--- src/rtl/printer_pkg.sv ---
// Shared definitions for the office printer: user grant codes, engine states
// and the grant-code to one-hot completion mapping.
package printer_pkg;

  typedef logic [1:0] user_t;

  localparam user_t USER_NONE = 2'b00;
  localparam user_t USER_BOSS = 2'b01;
  localparam user_t USER_ENG  = 2'b10;
  localparam user_t USER_BOY  = 2'b11;

  typedef enum logic [1:0] {
    S_IDLE,
    S_WARMUP,
    S_PRINT,
    S_DONE
  } eng_state_t;

  function automatic logic [2:0] done_onehot(input user_t user);
    case (user)
      USER_BOSS: return 3'b001;
      USER_ENG:  return 3'b010;
      USER_BOY:  return 3'b100;
      default:   return 3'b000;
    endcase
  endfunction

endpackage

--- src/rtl/printer_engine_if.sv ---
// Job/status bundle between the requester side and printer_engine.
// abort/aborted exist only when PRINTER_ABORT_EN is defined.
interface printer_engine_if #(
  parameter int PAGE_W = 8
);
  import printer_pkg::*;

  user_t             grant;
  logic [PAGE_W-1:0] job_pages;
  logic              busy;
  user_t             cur_user;
  logic [PAGE_W-1:0] pages_left;
  logic              page_tick;
  logic [2:0]        done;
  logic              job_err;
`ifdef PRINTER_ABORT_EN
  logic              abort;
  logic              aborted;

  modport master (
    output grant, job_pages, abort,
    input  busy, cur_user, pages_left, page_tick, done, job_err, aborted
  );
  modport slave (
    input  grant, job_pages, abort,
    output busy, cur_user, pages_left, page_tick, done, job_err, aborted
  );
`else
  modport master (
    output grant, job_pages,
    input  busy, cur_user, pages_left, page_tick, done, job_err
  );
  modport slave (
    input  grant, job_pages,
    output busy, cur_user, pages_left, page_tick, done, job_err
  );
`endif

endinterface

--- src/rtl/printer_timer.sv ---
// 8-bit loadable down-counter shared by warm-up and page timing; holds at zero.
module printer_timer (
  input  logic       clk,
  input  logic       rst_n,
  input  logic       i_load,
  input  logic [7:0] i_load_val,
  output logic [7:0] o_count,
  output logic       o_zero
);

  logic [7:0] r_count;

  // NOTE: state is updated with non-blocking assignments so every flop samples
  // pre-edge values regardless of process ordering.
  always_ff @(posedge clk or negedge rst_n) begin
    if (!rst_n)                r_count <= 8'd0;
    else if (i_load)           r_count <= i_load_val;
    else if (r_count != 8'd0)  r_count <= r_count - 8'd1;
  end

  assign o_count = r_count;
  assign o_zero  = (r_count == 8'd0);

endmodule

--- src/rtl/printer_engine.sv ---
// Printer engine: latches the granted job, times warm-up and pages, pulses done.
// Optional abort support is compiled in with PRINTER_ABORT_EN.
module printer_engine
  import printer_pkg::*;
#(
  parameter int PAGE_W   = 8,
  parameter int WARM_CYC = 4,
  parameter int PAGE_CYC = 8
) (
  input logic              clk,
  input logic              rst_n,
  printer_engine_if.slave  bus
);

  localparam logic [7:0]        WARM_LOAD = 8'(WARM_CYC - 1);
  localparam logic [7:0]        PAGE_LOAD = 8'(PAGE_CYC - 1);
  localparam logic              PAGE_ONE  = 1'(PAGE_CYC == 1);
  localparam logic [PAGE_W-1:0] ONE_PAGE  = PAGE_W'(1);

  eng_state_t        r_state, w_next_state;
  user_t             r_cur_user, w_next_user;
  logic [PAGE_W-1:0] r_pages_left, w_next_pages;
  logic              r_busy, r_page_tick, r_job_err, r_aborted;
  logic [2:0]        r_done;
  logic              w_next_tick, w_next_job_err, w_next_aborted;
  logic [2:0]        w_next_done;
  logic              w_tmr_load, w_tmr_zero, w_abort;
  logic [7:0]        w_tmr_val, w_tmr_count;

`ifdef PRINTER_ABORT_EN
  assign w_abort     = bus.abort;
  assign bus.aborted = r_aborted;
`else
  assign w_abort = 1'b0;
`endif

  printer_timer u_timer (
    .clk        (clk),
    .rst_n      (rst_n),
    .i_load     (w_tmr_load),
    .i_load_val (w_tmr_val),
    .o_count    (w_tmr_count),
    .o_zero     (w_tmr_zero)
  );

  // page_tick and the page decrement are issued on the edge where the timer
  // reaches zero, so the tick is visible during the last cycle of the page.
  always_comb begin
    // NOTE: every output of this block gets a default first so no path leaves
    // a value unassigned, which would otherwise infer a latch.
    w_next_state   = r_state;
    w_next_user    = r_cur_user;
    w_next_pages   = r_pages_left;
    w_next_tick    = 1'b0;
    w_next_done    = 3'b000;
    w_next_job_err = 1'b0;
    w_next_aborted = 1'b0;
    w_tmr_load     = 1'b0;
    w_tmr_val      = PAGE_LOAD;

    case (r_state)
      S_IDLE: begin
        w_next_user = USER_NONE;
        if (bus.grant != USER_NONE) begin
          if (bus.job_pages != '0) begin
            w_next_state = S_WARMUP;
            w_next_user  = bus.grant;
            w_next_pages = bus.job_pages;
            w_tmr_load   = 1'b1;
            w_tmr_val    = WARM_LOAD;
          end else begin
            w_next_job_err = 1'b1;
          end
        end
      end
      S_WARMUP, S_PRINT: begin
        if (w_abort) begin
          w_next_state   = S_IDLE;
          w_next_user    = USER_NONE;
          w_next_pages   = '0;
          w_next_aborted = 1'b1;
        end else if (w_tmr_zero) begin
          if (r_state == S_PRINT && r_pages_left == '0) begin
            w_next_state = S_DONE;
            w_next_done  = done_onehot(r_cur_user);
          end else begin
            w_next_state = S_PRINT;
            w_tmr_load   = 1'b1;
            if (PAGE_ONE) begin
              w_next_tick  = 1'b1;
              w_next_pages = r_pages_left - ONE_PAGE;
            end
          end
        end else if (r_state == S_PRINT && w_tmr_count == 8'd1) begin
          w_next_tick  = 1'b1;
          w_next_pages = r_pages_left - ONE_PAGE;
        end
      end
      S_DONE: begin
        w_next_state = S_IDLE;
        w_next_user  = USER_NONE;
        w_next_pages = '0;
      end
      default: w_next_state = S_IDLE;
    endcase
  end

  always_ff @(posedge clk or negedge rst_n) begin
    if (!rst_n) begin
      r_state      <= S_IDLE;
      r_cur_user   <= USER_NONE;
      r_pages_left <= '0;
      r_busy       <= 1'b0;
      r_page_tick  <= 1'b0;
      r_done       <= 3'b000;
      r_job_err    <= 1'b0;
      r_aborted    <= 1'b0;
    end else begin
      r_state      <= w_next_state;
      r_cur_user   <= w_next_user;
      r_pages_left <= w_next_pages;
      r_busy       <= (w_next_state != S_IDLE);
      r_page_tick  <= w_next_tick;
      r_done       <= w_next_done;
      r_job_err    <= w_next_job_err;
      r_aborted    <= w_next_aborted;
    end
  end

  assign bus.busy       = r_busy;
  assign bus.cur_user   = r_cur_user;
  assign bus.pages_left = r_pages_left;
  assign bus.page_tick  = r_page_tick;
  assign bus.done       = r_done;
  assign bus.job_err    = r_job_err;

endmodule

--- src/flat_wrapper.sv ---
// flat-port wrapper written by rule: the top's interface ports become plain ports
module printer_engine_flat import printer_pkg::*;
#(
  parameter int PAGE_W   = 8,
  parameter int WARM_CYC = 4,
  parameter int PAGE_CYC = 8
)
  (clk, rst_n, bus_grant, bus_job_pages, bus_busy, bus_cur_user, bus_pages_left, bus_page_tick, bus_done, bus_job_err);
  printer_engine_if #(.PAGE_W(PAGE_W)) bus_i ();
  input logic clk;
  input logic rst_n;
  input wire logic [$bits(bus_i.grant)-1:0] bus_grant;
  input wire logic [$bits(bus_i.job_pages)-1:0] bus_job_pages;
  output wire logic [$bits(bus_i.busy)-1:0] bus_busy;
  output wire logic [$bits(bus_i.cur_user)-1:0] bus_cur_user;
  output wire logic [$bits(bus_i.pages_left)-1:0] bus_pages_left;
  output wire logic [$bits(bus_i.page_tick)-1:0] bus_page_tick;
  output wire logic [$bits(bus_i.done)-1:0] bus_done;
  output wire logic [$bits(bus_i.job_err)-1:0] bus_job_err;
  assign bus_i.grant = bus_grant;
  assign bus_i.job_pages = bus_job_pages;
  assign bus_busy = bus_i.busy;
  assign bus_cur_user = bus_i.cur_user;
  assign bus_pages_left = bus_i.pages_left;
  assign bus_page_tick = bus_i.page_tick;
  assign bus_done = bus_i.done;
  assign bus_job_err = bus_i.job_err;
  printer_engine #(.PAGE_W(PAGE_W), .WARM_CYC(WARM_CYC), .PAGE_CYC(PAGE_CYC)) u_core (.clk(clk), .rst_n(rst_n), .bus(bus_i));
endmodule
--- config.mk ---
export PLATFORM = sky130hd
export DESIGN_NAME = printer_engine_flat
export DESIGN_NICKNAME = d
export VERILOG_FILES = /design/src/rtl/printer_pkg.sv /design/src/rtl/printer_engine_if.sv /design/src/rtl/printer_timer.sv /design/src/rtl/printer_engine.sv /design/src/flat_wrapper.sv
export SDC_FILE = /design/constraint.sdc
export NUM_CORES = 1
export LEC_CHECK = 0
export CORE_ASPECT_RATIO = 1.75
export CORE_MARGIN = 4
export CORE_UTILIZATION = 30
export DETAILED_ROUTE_END_ITERATION = 16
export GPL_ROUTABILITY_DRIVEN = 1
export PLACE_DENSITY = 0.55
export SYNTH_ARGS = -nofsm -noshare
export SYNTH_HDL_FRONTEND = slang
export SYNTH_SLANG_ARGS = --single-unit
--- constraint.sdc ---
create_clock -name clk -period 2.35 [get_ports clk]
set_input_delay 0.3525 -clock clk [delete_from_list [all_inputs] [get_ports clk]]
set_output_delay 0.3525 -clock clk [all_outputs]
set_load 0.01 [all_outputs]
# Word-level counts from Yosys, hierarchy flattened
# Cells that the tools add are included.
# word_totals
ff_bits	26
in_bits	12
output_inout_bits	16
# op_classes
add_sub_neg	2
eq_ne	11
n_mux	33
n_reduce_logical	12
# op_table
cell	count
8-bit two-way mux	8
8-bit case mux with 3 select lines	1
8-bit zero test	2
8-bit nonzero test	2
8-bit by 1-bit subtractor with 8-bit output (second input constant)	2
3-bit two-way mux	4
1-bit two-way mux	11
2-bit two-way mux	5
3-bit case mux with 3 select lines	1
2-bit equality test (second input constant)	4
8-bit by 1-bit equality test with 1-bit output (second input constant)	1
2-bit by 1-bit inequality test with 1-bit output (second input constant)	3
2-bit case mux with 3 select lines	1
2-bit nonzero test	3
2-bit by 1-bit equality test with 1-bit output (second input constant)	2
2-bit case mux with 2 select lines	1
4-bit AND reduction	1
1-bit logical AND	2
2-bit zero test	1
2-bit inequality test (second input constant)	1
1-bit case mux with 2 select lines	1
2-bit OR reduction	1

# Longest topological paths before layout
# logic_depth
ltp_word	6
ltp_mapped	8
ltp_nobuf	6

# Hierarchy
# From an unflattened synthesis, not the netlist that was laid out.
# unflattened
hier_cells	180
area_unflattened_um2	1612.8
# modules_own_cells
mod	n_inst	cells_per_inst	area_each_um2	seq_area_each_um2
printer_engine	1	126	1136.1	450.4
printer_timer	1	54	476.7	200.2

# Worst setup path before layout
# Ideal clock, no wire load.
# synth_path
path_kind	register to register
from	register u_core.r_state[1]
to	register u_core.r_pages_left[3], in the netlist u_core.bus.pages_left[3]
t_arrival_ps	1721
setup_slack_ps	496
path_stages_with_launch	9
n_path_buf	2
path_cell_list	dfrtp_1 > inv_1 > ha_1 > bufbuf_16 > nand2b_1 > clkbuf_1 > nor2_1 > a211oi_1 > o22ai_1
# synth_via
elab_chain_len	4
elab_cells_between_ends	12
# synth_rtl
element	line_no	text
from (decl)	printer_engine.sv:20	eng_state_t r_state, w_next_state;
from (signal assigned)	printer_engine.sv:119	r_state <= w_next_state;
2-bit by 1-bit equality test with 1-bit output or 2-bit equality test (tied branches)	printer_engine.sv:61, printer_engine.sv:94	
2-bit OR reduction or 1-bit logical AND (tied branches)	printer_engine.sv:61, printer_engine.sv:94	
2-bit by 1-bit inequality test with 1-bit output (no source line) or 2-bit inequality test (tied branches)	-	
4-bit AND reduction (no source line)	-	
to (signal assigned)	printer_engine.sv:121	r_pages_left <= w_next_pages;
to (decl)	printer_engine.sv:22	logic [PAGE_W-1:0] r_pages_left, w_next_pages;
# Several ways; a longest one is shown, not always the timed one.
# A chain may end at the register's enable or synchronous reset.

# Worst setup path in the final report
# layout_path
from	register u_core.u_timer.r_count[0], in the netlist u_core.u_timer.o_count[0]
to	register u_core.r_pages_left[0], in the netlist u_core.bus.pages_left[0]
# layout_via
elab_chain_len	4
elab_cells_between_ends	6
# layout_rtl
element	line_no	text
from (decl)	printer_timer.sv:11	logic [7:0] r_count;
from (signal assigned)	printer_timer.sv:17	else if (i_load) r_count <= i_load_val;
from (signal assigned)	printer_timer.sv:18	else if (r_count != 8'd0) r_count <= r_count - 8'd1;
8-bit by 1-bit equality test with 1-bit output	printer_engine.sv:94	end else if (r_state == S_PRINT && w_tmr_count == 8'd1) begin
1-bit logical AND	printer_engine.sv:94	
2-bit by 1-bit inequality test with 1-bit output (no source line)	-	
4-bit AND reduction (no source line) (*)	-	
# Mark *: on every way between the ends. The rest lies on a longest branch, timed or not.

==> results_dict.tcl <==
set metrics [dict create \
    ff2ff_setup_slack_ps 250 \
    synthFlopType "dfrtp_1" \
    hold_ws_ps 446 \
    timing.final.max_slew_violations 0 \
    portBuffers 27 \
    die-width_um 63.1 \
    synth_edf_count 0 \
    drtAntennaViolNets 0 \
    numCtsBuffers 3 \
    areaGrowthSynthToFinish_pct 26.2 \
    ios 28 \
    path_max_fanout 8 \
    critPathArrivalTime_ps 2260 \
    syn_area_um2 1590 \
    worst_pin_slew_ps 703 \
    cts_num_sinks 26 \
    drtIter0Drc 86 \
    grt_pass1_vias 1409 \
    cts_root_buf "clkbuf_8" \
    postCtsSetupRepairBufs 0 \
    start_util 0.315 \
    hp-class "primary input to asynchronous set/reset pin" \
    share_comb_of_total_power 0.589 \
    cts_hold_buffers 0 \
    ys_warn_count 0 \
    final_common_cell "clkdlybuf4s50_1" \
    finalWirelength_um 4190 \
    netlist_instances 162 \
    required_ps 2510 \
    worstRegToRegCells 6 \
    path_class "flip-flop to flip-flop" \
    routedWlPerCell_um 16.7 \
    fp.coreArea_um2 5060 \
    clock_latency_ps 270 \
    rsz0062_at_grt "false" \
    power_per_cell_area_nw_per_um2 1450 \
    synth.avg_cell_area_um2 9.83 \
    p_int_uw 1620 \
    clockBufferDepth 2 \
    path_clk_slew_ps 100 \
    most-common-layout-cells "clkdlybuf4s50_1 (27), dfrtp_1 (26), nor2_1 (19), inv_1 (15), a21oi_1 (13)" \
    worstReg2RegStart "u_core.u_timer.o_count[0]" \
    reg2reg_to "u_core.bus.pages_left[0]" \
    fin_worst_skew_ps 3.57 \
    grt_remaining_overflow 0 \
    die_area_um2 6580 \
    critPathCaptureType "flip-flop" \
    cp-start-kind "flip-flop" \
    period_share 0.895 \
    status "complete, no violations" \
    cts.htree.levels 1 \
    peakVddDrop_mv 0.585 \
    vias 1355 \
    die_h_um 104 \
    synthArstFlopShare 1.00 \
    dp_hpwl_um 3250 \
    clkPwrFrac 0.131 \
    fmax_mhz 475 \
    rows 34 \
    hold_viol_final 0 \
    antennaDiodeCount 0 \
    cts_resized 0 \
    antenna_found_initial 0 \
    crit_slowest_cell "nor4b_1" \
    fin_crit_ps 2100 \
    final.setup.tns_ps 0 \
    pwr-share-seq 0.280 \
    grt_max_degree 27 \
    crit_chain "inv_1 > ha_1 > nor4b_1 > a31oi_2 > a21o_1 > mux2i_1" \
    first_pass_iters 4 \
    drive_above_1_share 0.122 \
    place_congestion 0.798 \
    setup_viol_count_final 0 \
    grt_pass1_wl_um 6760 \
    power.share.switching 0.443 \
    postSynthRegisterBits 26 \
    yosysSeqAreaShare 0.408 \
    track_usage 0.129 \
    tritoncts "yes" \
    drv_cap 0 \
    via_per_inst 5.40 \
    slew_headroom 0.528 \
    syn-num-nets 182 \
    cpPeakStageDelay_ps 480 \
    power.leakage_uw 0.000865 \
    drc 0 \
    power.switching_uw 1290 \
    final_nets 218 \
    synth_cell_type_count 49 \
]
[worst max path at each step]
stage                               from                  endpoint  cells after the start
2_1_floorplan          u_core.r_state[1]  u_core.bus.pages_left[3]                      8
3_3_place_gp   u_core.u_timer.o_count[0]  u_core.bus.pages_left[1]                      6
3_5_place_dp   u_core.u_timer.o_count[0]  u_core.bus.pages_left[0]                      6
4_1_cts        u_core.u_timer.o_count[0]  u_core.bus.pages_left[1]                      6
5_1_grt        u_core.u_timer.o_count[0]  u_core.bus.pages_left[2]                      6
6_report       u_core.u_timer.o_count[0]  u_core.bus.pages_left[0]                      6
[stage by stage]
step | setup slack (ps) | total power [uW] | util | cell area, um2 | cells
3_3_place_gp | 187 | 2560 | 0.383 | 1940 | 247
5_1_grt | 97.6 | 3140 | 0.397 | 2010 | 251
4_1_cts | 181 | 2950 | 0.397 | 2010 | 251
2_1_floorplan | 496 | 2060 | - | 1590 | 162
3_5_place_dp | 196 | 2570 | 0.383 | 1940 | 247
6_report | 247 | 2910 | 0.397 | 2010 | 251
[critical path, delay by kind of cell (launching register included)]
| kind | cells | cell delay, ps |
|---|---|---|
| adders and majority gates | 1 | 290 |
| and+or+nand+nor | 1 | 480 |
| buffers and inverters | 1 | 80 |
| AOI/OAI and AO/OA | 2 | 590 |
| muxes | 1 | 160 |
| DFF | 1 | 380 |
[cell usage after synthesis (2+ instances only)]
master / number / area share
dfrtp_1: 26 / 0.41
nor2_1: 19 / 0.045
inv_1: 15 / 0.035
a21oi_1: 13 / 0.041
ha_1: 8 / 0.063
a211oi_1: 7 / 0.033
nand2_1: 5 / 0.012
o22ai_1: 5 / 0.020
mux2i_1: 4 / 0.025
o21ai_0: 4 / 0.013
nand2b_1: 3 / 0.012
or3_1: 3 / 0.012
xnor2_1: 3 / 0.016
a32oi_1: 2 / 0.011
and3_1: 2 / 0.0079
clkbuf_1: 2 / 0.0047
nand3_1: 2 / 0.0063
nand4_1: 2 / 0.0079
nor2b_1: 2 / 0.0079
nor3_1: 2 / 0.0063
nor3b_1: 2 / 0.0094
nor4_1: 2 / 0.0079
nor4_2: 2 / 0.016
or2_1: 2 / 0.0079
[flip-flops by register name (all words and copies together) (netlist names)]
| signal | count |
|---|---|
| u_core.bus.busy | 1 |
| u_core.r_state | 2 |
| u_core.bus.pages_left | 8 |
| u_core.u_timer.o_count | 8 |
| u_core.bus.cur_user | 2 |
| u_core.bus.job_err | 1 |
| u_core.bus.page_tick | 1 |
| u_core.bus.done | 3 |
[cell type report]
type / instances / area [um2]
tap: 54 / 67.6
inverter: 15 / 56.3
timing repair buffer: 35 / 330
multi-input combinational: 117 / 835
clock buffer: 3 / 41.3
clock inverter: 1 / 30.0
fill: 504 / 3050
sequential: 26 / 651
[cell families after synthesis]
family | after synthesis | share of synthesized area
muxes | 5 | 0.0322
DFF | 26 | 0.408
adders and majority gates | 8 | 0.0628
buffers and inverters | 19 | 0.0676
and+or+nand+nor | 56 | 0.210
xor gates and xnor gates | 4 | 0.0220
AOI/OAI and AO/OA | 44 | 0.197
[metal layers]
metal | track usage | vias to the layer above | part of all wire | wire [um]
met5 | 0 | - | 0 | 0
met4 | 0.0427 | 0 | 0.011 | 48
met3 | 0.0151 | 4 | 0.020 | 84
met2 | 0.265 | 21 | 0.59 | 2490
met1 | 0.125 | 667 | 0.37 | 1570
li1 | - | 663 | - | -
[power groups by stage]
stage                     clock network (uW)  logic (uW)  registers (uW)
after floorplan                            0        1240             821
after global placement                     0        1730             827
after detailed placement                   0        1740             828
after CTS                                388        1740             820
after global routing                     402        1890             847
final                                    381        1720             816
Power figures use the tool's default switching activity.
